### config.mk
export PLATFORM = sky130hd
export DESIGN_NAME = multi_channel_counter_fsm
export DESIGN_NICKNAME = d
export VERILOG_FILES = /design/src/rtl/multi_channel_counter_fsm_pkg.sv /design/src/rtl/multi_channel_counter_fsm_counter_channel.sv /design/src/rtl/multi_channel_counter_fsm.sv
export SDC_FILE = /design/constraint.sdc
export NUM_CORES = 1
export LEC_CHECK = 0
export CAP_MARGIN = 10
export CORE_MARGIN = 4
export CORE_UTILIZATION = 50
export DETAILED_ROUTE_END_ITERATION = 16
export PLACE_DENSITY = 0.79
export REMOVE_ABC_BUFFERS = 1
export SLEW_MARGIN = 20
export SYNTH_ARGS = -nofsm -noshare
export SYNTH_HDL_FRONTEND = slang
export SYNTH_SLANG_ARGS = --single-unit
export TNS_END_PERCENT = 100
### constraint.sdc
create_clock -name clk -period 2.8 [get_ports clk]
set_input_delay 0.28 -clock clk [delete_from_list [all_inputs] [get_ports clk]]
set_output_delay 0.28 -clock clk [all_outputs]
set_load 0.005 [all_outputs]
### src/rtl/multi_channel_counter_fsm_pkg.sv
// Shared types for the multi-channel counter FSM.
//   state_e  : per-channel FSM state (IDLE, START, COUNTING)
//   mode_e   : per-channel reload mode, latched at start
//   sb_cnt_t : mismatch tallies kept by the bench scoreboard
// Parameter-dependent widths live in the modules, not here.
package multi_channel_counter_fsm_pkg;

    typedef enum logic [1:0] {
        IDLE     = 2'd0,
        START    = 2'd1,
        COUNTING = 2'd2
    } state_e;

    typedef enum logic {
        ONE_SHOT    = 1'b0,
        AUTO_RELOAD = 1'b1
    } mode_e;

    typedef struct packed {
        logic [15:0] busy_err;
        logic [15:0] count_err;
        logic [15:0] done_err;
        logic [15:0] other_err;
    } sb_cnt_t;

endpackage

### src/rtl/multi_channel_counter_fsm_counter_channel.sv
// One counter channel: IDLE -> START -> COUNTING FSM with programmable
// terminal count, one-shot / auto-reload mode, pause and abort.
// Ports:
//   clk, rst   : rising-edge clock, asynchronous active-high reset
//   start      : start request (accepted only in IDLE)
//   abort      : return to IDLE, highest priority
//   pause      : freeze the count while high (COUNTING only)
//   mode       : 0 = one-shot, 1 = auto-reload (latched at start)
//   load_val   : terminal count (latched at start, 0 is rejected)
//   busy       : channel in START or COUNTING
//   count      : current count
//   done       : one-cycle pulse in the cycle count equals the target
//   load_err   : one-cycle pulse after a start rejected for load_val == 0
//   state_dbg  : current FSM state
// Every output comes straight from a flop or a decode of flops only.
module counter_channel
    import multi_channel_counter_fsm_pkg::*;
#(
    parameter int CNT_W = 5
) (
    input  logic             clk,
    input  logic             rst,
    input  logic             start,
    input  logic             abort,
    input  logic             pause,
    input  logic             mode,
    input  logic [CNT_W-1:0] load_val,
    output logic             busy,
    output logic [CNT_W-1:0] count,
    output logic             done,
    output logic             load_err,
    output state_e           state_dbg
);

    localparam logic [CNT_W-1:0] CNT_ZERO = '0;
    localparam logic [CNT_W-1:0] CNT_ONE  = CNT_W'(1);

    state_e           state_q, state_d;
    mode_e            mode_q, mode_d;
    logic [CNT_W-1:0] count_q, count_d;
    logic [CNT_W-1:0] target_q, target_d;
    logic             done_q, done_d;
    logic             load_err_q, load_err_d;
    logic [CNT_W-1:0] count_inc;

    // count_q never exceeds target_q, so the increment cannot wrap.
    assign count_inc = count_q + CNT_ONE;

    always_comb begin
        state_d    = state_q;
        mode_d     = mode_q;
        count_d    = count_q;
        target_d   = target_q;
        done_d     = 1'b0;
        load_err_d = 1'b0;
        if (abort) begin
            state_d = IDLE;
            count_d = CNT_ZERO;
        end else begin
            case (state_q)
                IDLE: begin
                    count_d = CNT_ZERO;
                    if (start) begin
                        if (load_val != CNT_ZERO) begin
                            target_d = load_val;
                            mode_d   = mode_e'(mode);
                            state_d  = START;
                        end else begin
                            load_err_d = 1'b1;
                        end
                    end
                end
                START: begin
                    // Single fixed cycle; pause is not honoured here.
                    state_d = COUNTING;
                    count_d = CNT_ONE;
                    done_d  = (target_q == CNT_ONE);
                end
                COUNTING: begin
                    // done is raised only on the edge that reaches the
                    // target, so a pause held at the target yields one pulse.
                    if (!pause) begin
                        if (count_q == target_q) begin
                            count_d = CNT_ZERO;
                            if (mode_q == ONE_SHOT) begin
                                state_d = IDLE;
                            end
                        end else begin
                            count_d = count_inc;
                            done_d  = (count_inc == target_q);
                        end
                    end
                end
                default: begin
                    state_d = IDLE;
                    count_d = CNT_ZERO;
                end
            endcase
        end
    end

    always_ff @(posedge clk or posedge rst) begin
        if (rst) begin
            state_q    <= IDLE;
            mode_q     <= ONE_SHOT;
            count_q    <= CNT_ZERO;
            target_q   <= CNT_ZERO;
            done_q     <= 1'b0;
            load_err_q <= 1'b0;
        end else begin
            state_q    <= state_d;
            mode_q     <= mode_d;
            count_q    <= count_d;
            target_q   <= target_d;
            done_q     <= done_d;
            load_err_q <= load_err_d;
        end
    end

    assign busy      = (state_q != IDLE);
    assign count     = count_q;
    assign done      = done_q;
    assign load_err  = load_err_q;
    assign state_dbg = state_q;

endmodule

### src/rtl/multi_channel_counter_fsm.sv
// NUM_CH independent counter channels with packed per-channel buses.
// Ports:
//   clk, rst     : rising-edge clock, asynchronous active-high reset
//   start/abort/pause/mode : per-channel controls, one bit per channel
//   load_val     : per-channel terminal count, channel i at [i*CNT_W +: CNT_W]
//   busy, done, load_err   : per-channel status bits
//   count_value  : per-channel count, packed like load_val
//   any_busy     : OR of all busy bits
//   state_dbg    : per-channel FSM state, channel i at [2*i +: 2]
module multi_channel_counter_fsm
    import multi_channel_counter_fsm_pkg::*;
#(
    parameter int NUM_CH = 4,
    parameter int CNT_W  = 5
) (
    input  logic                    clk,
    input  logic                    rst,
    input  logic [NUM_CH-1:0]       start,
    input  logic [NUM_CH-1:0]       abort,
    input  logic [NUM_CH-1:0]       pause,
    input  logic [NUM_CH-1:0]       mode,
    input  logic [NUM_CH*CNT_W-1:0] load_val,
    output logic [NUM_CH-1:0]       busy,
    output logic [NUM_CH*CNT_W-1:0] count_value,
    output logic [NUM_CH-1:0]       done,
    output logic [NUM_CH-1:0]       load_err,
    output logic                    any_busy,
    output logic [2*NUM_CH-1:0]     state_dbg
);

    for (genvar i = 0; i < NUM_CH; i++) begin : g_ch
        state_e ch_state;

        counter_channel #(.CNT_W(CNT_W)) u_ch (
            .clk       (clk),
            .rst       (rst),
            .start     (start[i]),
            .abort     (abort[i]),
            .pause     (pause[i]),
            .mode      (mode[i]),
            .load_val  (load_val[i*CNT_W +: CNT_W]),
            .busy      (busy[i]),
            .count     (count_value[i*CNT_W +: CNT_W]),
            .done      (done[i]),
            .load_err  (load_err[i]),
            .state_dbg (ch_state)
        );

        assign state_dbg[2*i +: 2] = ch_state;
    end

    // busy bits are decoded from state flops, so this stays input-free.
    assign any_busy = |busy;

endmodule

==> out/results.txt <==
Tcrit/Tclk final -> 73.7%
Overflow after GRT -> 0
Vias/cell -> 5.48
Port-buffer cells -> 78
CP Buf/Inv Count -> 3
synthesized area -> 3710 µm²
CTS Sinks -> 60
M2 GR Usage -> 34.8%
met3 Usage GRT -> 4.81%
met1 GRT Util -> 24.4%
count of pins over their slew limit -> 0
worst slew pin tran -> 541 ps
setup_tns -> 0 ps
post-CTS setup buffer count -> 0
Post-route DRC -> 0
Req. time, crit path -> 2520 ps
CTS Root Cell -> clkbuf_8
Leakage -> 2.01 nW
busiest grt layer -> met2
unrepaired setup endpoints after global routing -> false
Hold WC Path Type -> primary input to async pin
die height -> 94.2 µm
initial antenna violation count -> 0
crit-path leading delay family -> buffers and inverters
Rel. slew slack -> 63.9%
worst path arrival time -> 1780 ps
CTS tree -> yes
Final Hold Vio Count -> 0
n_diodes -> 0
Initial Util -> 51.2%
Top FF cell, synth -> dfrtp_1
ANT nets after route -> 0
Startpoint Class -> flip-flop
IO Count -> 79
nets -> 507
PwrDens -> 602 nW/µm²
post-DP HPWL -> 6440 µm
Wirelength per Cell -> 15.1 µm
Synth Instances -> 373
Area Overhead vs Synth -> 27.1%
die area -> 8870 µm²
Worst-path clk slew -> 60 ps
post-synth top area cell -> dfrtp_1
#FFs+latches synth -> 60
Peak VDD IR -> 0.000364 V
maximum fanout along the worst path -> 5
routability cong. -> 0.894
Mean Syn Cell Area -> 9.95 µm²
layout cell share with drive strength beyond 1 -> 9.29%
total track usage -> 20.3%
hold_ws -> 302 ps
most used cell, CP -> inv_1
vias -> 3017
CP max stage cell -> clkdlybuf4s50_1
Worst path max stage delay -> 530 ps
H-tree levels -> 3
Worst-Skew Late Latency -> 340 ps
Setup Viol. Count Final -> 0
ys async rst share -> 100%
fmax -> 0.485 GHz
Max-Cap Viols -> 0
largest net degree at the start of global routing -> 27
TritonCTS buffer count -> 9
vias in the first global route -> 3126
first drt pass iteration count -> 4
final clock skew -> 6.00 ps
core area -> 7250 µm²
synth unique cells -> 56
outcome -> completed
Post-synth EDFFs -> 0
CTS Hold Bufs -> 0
Post-Route WL -> 8320 µm
share of the synthesized area in the top cell type -> 40.4%
site row count -> 31
Seq/Total Area, Yosys -> 40.4%
Final min period -> 2060 ps
first-pass GRT wire length -> 14300 µm
Die X-Extent -> 94.2 µm
Crit Path Category -> flip-flop to primary output
YS warnings -> 0
Max clock buf depth -> 2
Worst Setup End Kind -> primary output
synth top area cells -> dfrtp_1 (40%), ha_1 (6.7%), xnor2_1 (4.2%)
initial DRC count -> 74
post-cts sizing count -> 0
crit-path cells -> inv_1, ha_1, inv_1, clkdlybuf4s50_1
[worst paths after layout]
path                                                    to  cells after the start                             startpoint  slack, ps
max reg2reg                    g_ch[1].u_ch.done$_DFF_PP0_                      6      g_ch[1].u_ch.count[1]$_DFFE_PP0P_        920
min                            g_ch[1].u_ch.done$_DFF_PP0_                      2                                    rst        300
min in group clk           g_ch[0].u_ch.mode_q$_DFFE_PP0P_                      1        g_ch[0].u_ch.mode_q$_DFFE_PP0P_        510
max in group asynchronous  g_ch[3].u_ch.load_err$_DFF_PP0_                      3                                    rst       1810
min reg2reg                g_ch[0].u_ch.mode_q$_DFFE_PP0P_                      1        g_ch[0].u_ch.mode_q$_DFFE_PP0P_        510
max                                                busy[2]                      4  g_ch[2].u_ch.state_dbg[0]$_DFFE_PP0P_        740
[synth_stat cells, drive strengths merged, types with 6 or more instances]
cell / instances
nor3: 6
nand2: 27
and3: 7
inv: 23
a22o: 7
nor2: 23
a21oi: 17
buf: 14
o21ai: 16
dfrtp: 60
ha: 20
nor3b: 8
nand3: 14
xnor2: 18
mux2: 25
nor2b: 9
xor2: 17
[kinds of logic (layout without fill, tap and decap cells)]
logic type / after synthesis / count (layout) / synth area share [%]
multiplexers: 25 / 25 / 7.58
buffers and inverters: 38 / 117 / 5.09
adder cells (fa/ha/maj): 20 / 20 / 6.74
AO/OA/AOI/OAI: 69 / 69 / 12.8
AND/OR/NAND/NOR: 126 / 126 / 19.1
flip-flops: 60 / 60 / 40.4
XOR/XNOR: 35 / 35 / 8.26
[final cells by class]
type                       instances  area, µm²
sequential                        60       1500
inverter                          23       86.3
tap                               99        124
multi-input combinational        275       2020
clock inverter                     2       35.0
fill                             599       2530
timing repair buffer              80        796
clock buffer                      12        155
[cells in the final DEF (no fill, tap or decap), types with 3 or more instances in the layout]
cell,Yosys,final
nand2b_1,5,5
and2_1,5,5
nor4b_1,5,5
a31oi_1,5,5
clkdlybuf4s50_1,0,78
and3_1,7,7
dfrtp_1,60,60
nor3_1,6,6
clkbuf_8,0,11
nand4_1,5,5
mux2_1,13,13
nand3b_1,3,3
mux2_2,12,12
o21ai_1,5,5
ha_1,20,20
xnor2_1,18,18
a21o_1,4,4
nand3_1,14,14
inv_1,23,22
nand2_1,25,25
nor3b_1,6,6
nor2b_1,7,7
xor2_1,17,17
o21ai_0,11,11
a22o_1,7,7
a21oi_1,15,15
nor2_1,21,21
[power breakdown]
part           internal, mW  switching [mW]  total, mW
Sequential             1.02           0.182       1.20
Clock                 0.449           0.323      0.772
Combinational         0.469           0.400      0.869
[layer usage]
layer	share of wire (%)	vias to the layer above
li1	-	1463
met1	43	1472
met2	51	73
met3	5.0	9
met4	1.2	0
met5	0	-
[flip-flops by register name, summed over array words and instances, names as in the netlist]
register             count
g_ch.u_ch.target_q      20
g_ch.u_ch.done           4
g_ch.u_ch.count         20
g_ch.u_ch.state_dbg      8
g_ch.u_ch.mode_q         4
g_ch.u_ch.load_err       4
[metrics by stage]
step / std cells / setup WS (ps) / cell area, µm² / utilization [%] / total power, mW
after detailed placement: 537 / 735 / 4530 / 62.4 / 2.08
final: 551 / 738 / 4720 / 65.1 / 2.84
after global routing: 551 / 658 / 4720 / 65.1 / 3.02
after CTS: 551 / 707 / 4720 / 65.1 / 2.87
after global placement: 537 / 797 / 4530 / 62.4 / 2.04
after floorplan: 358 / 1040 / 3610 / - / 1.74
(Power assumes the default switching activity.)
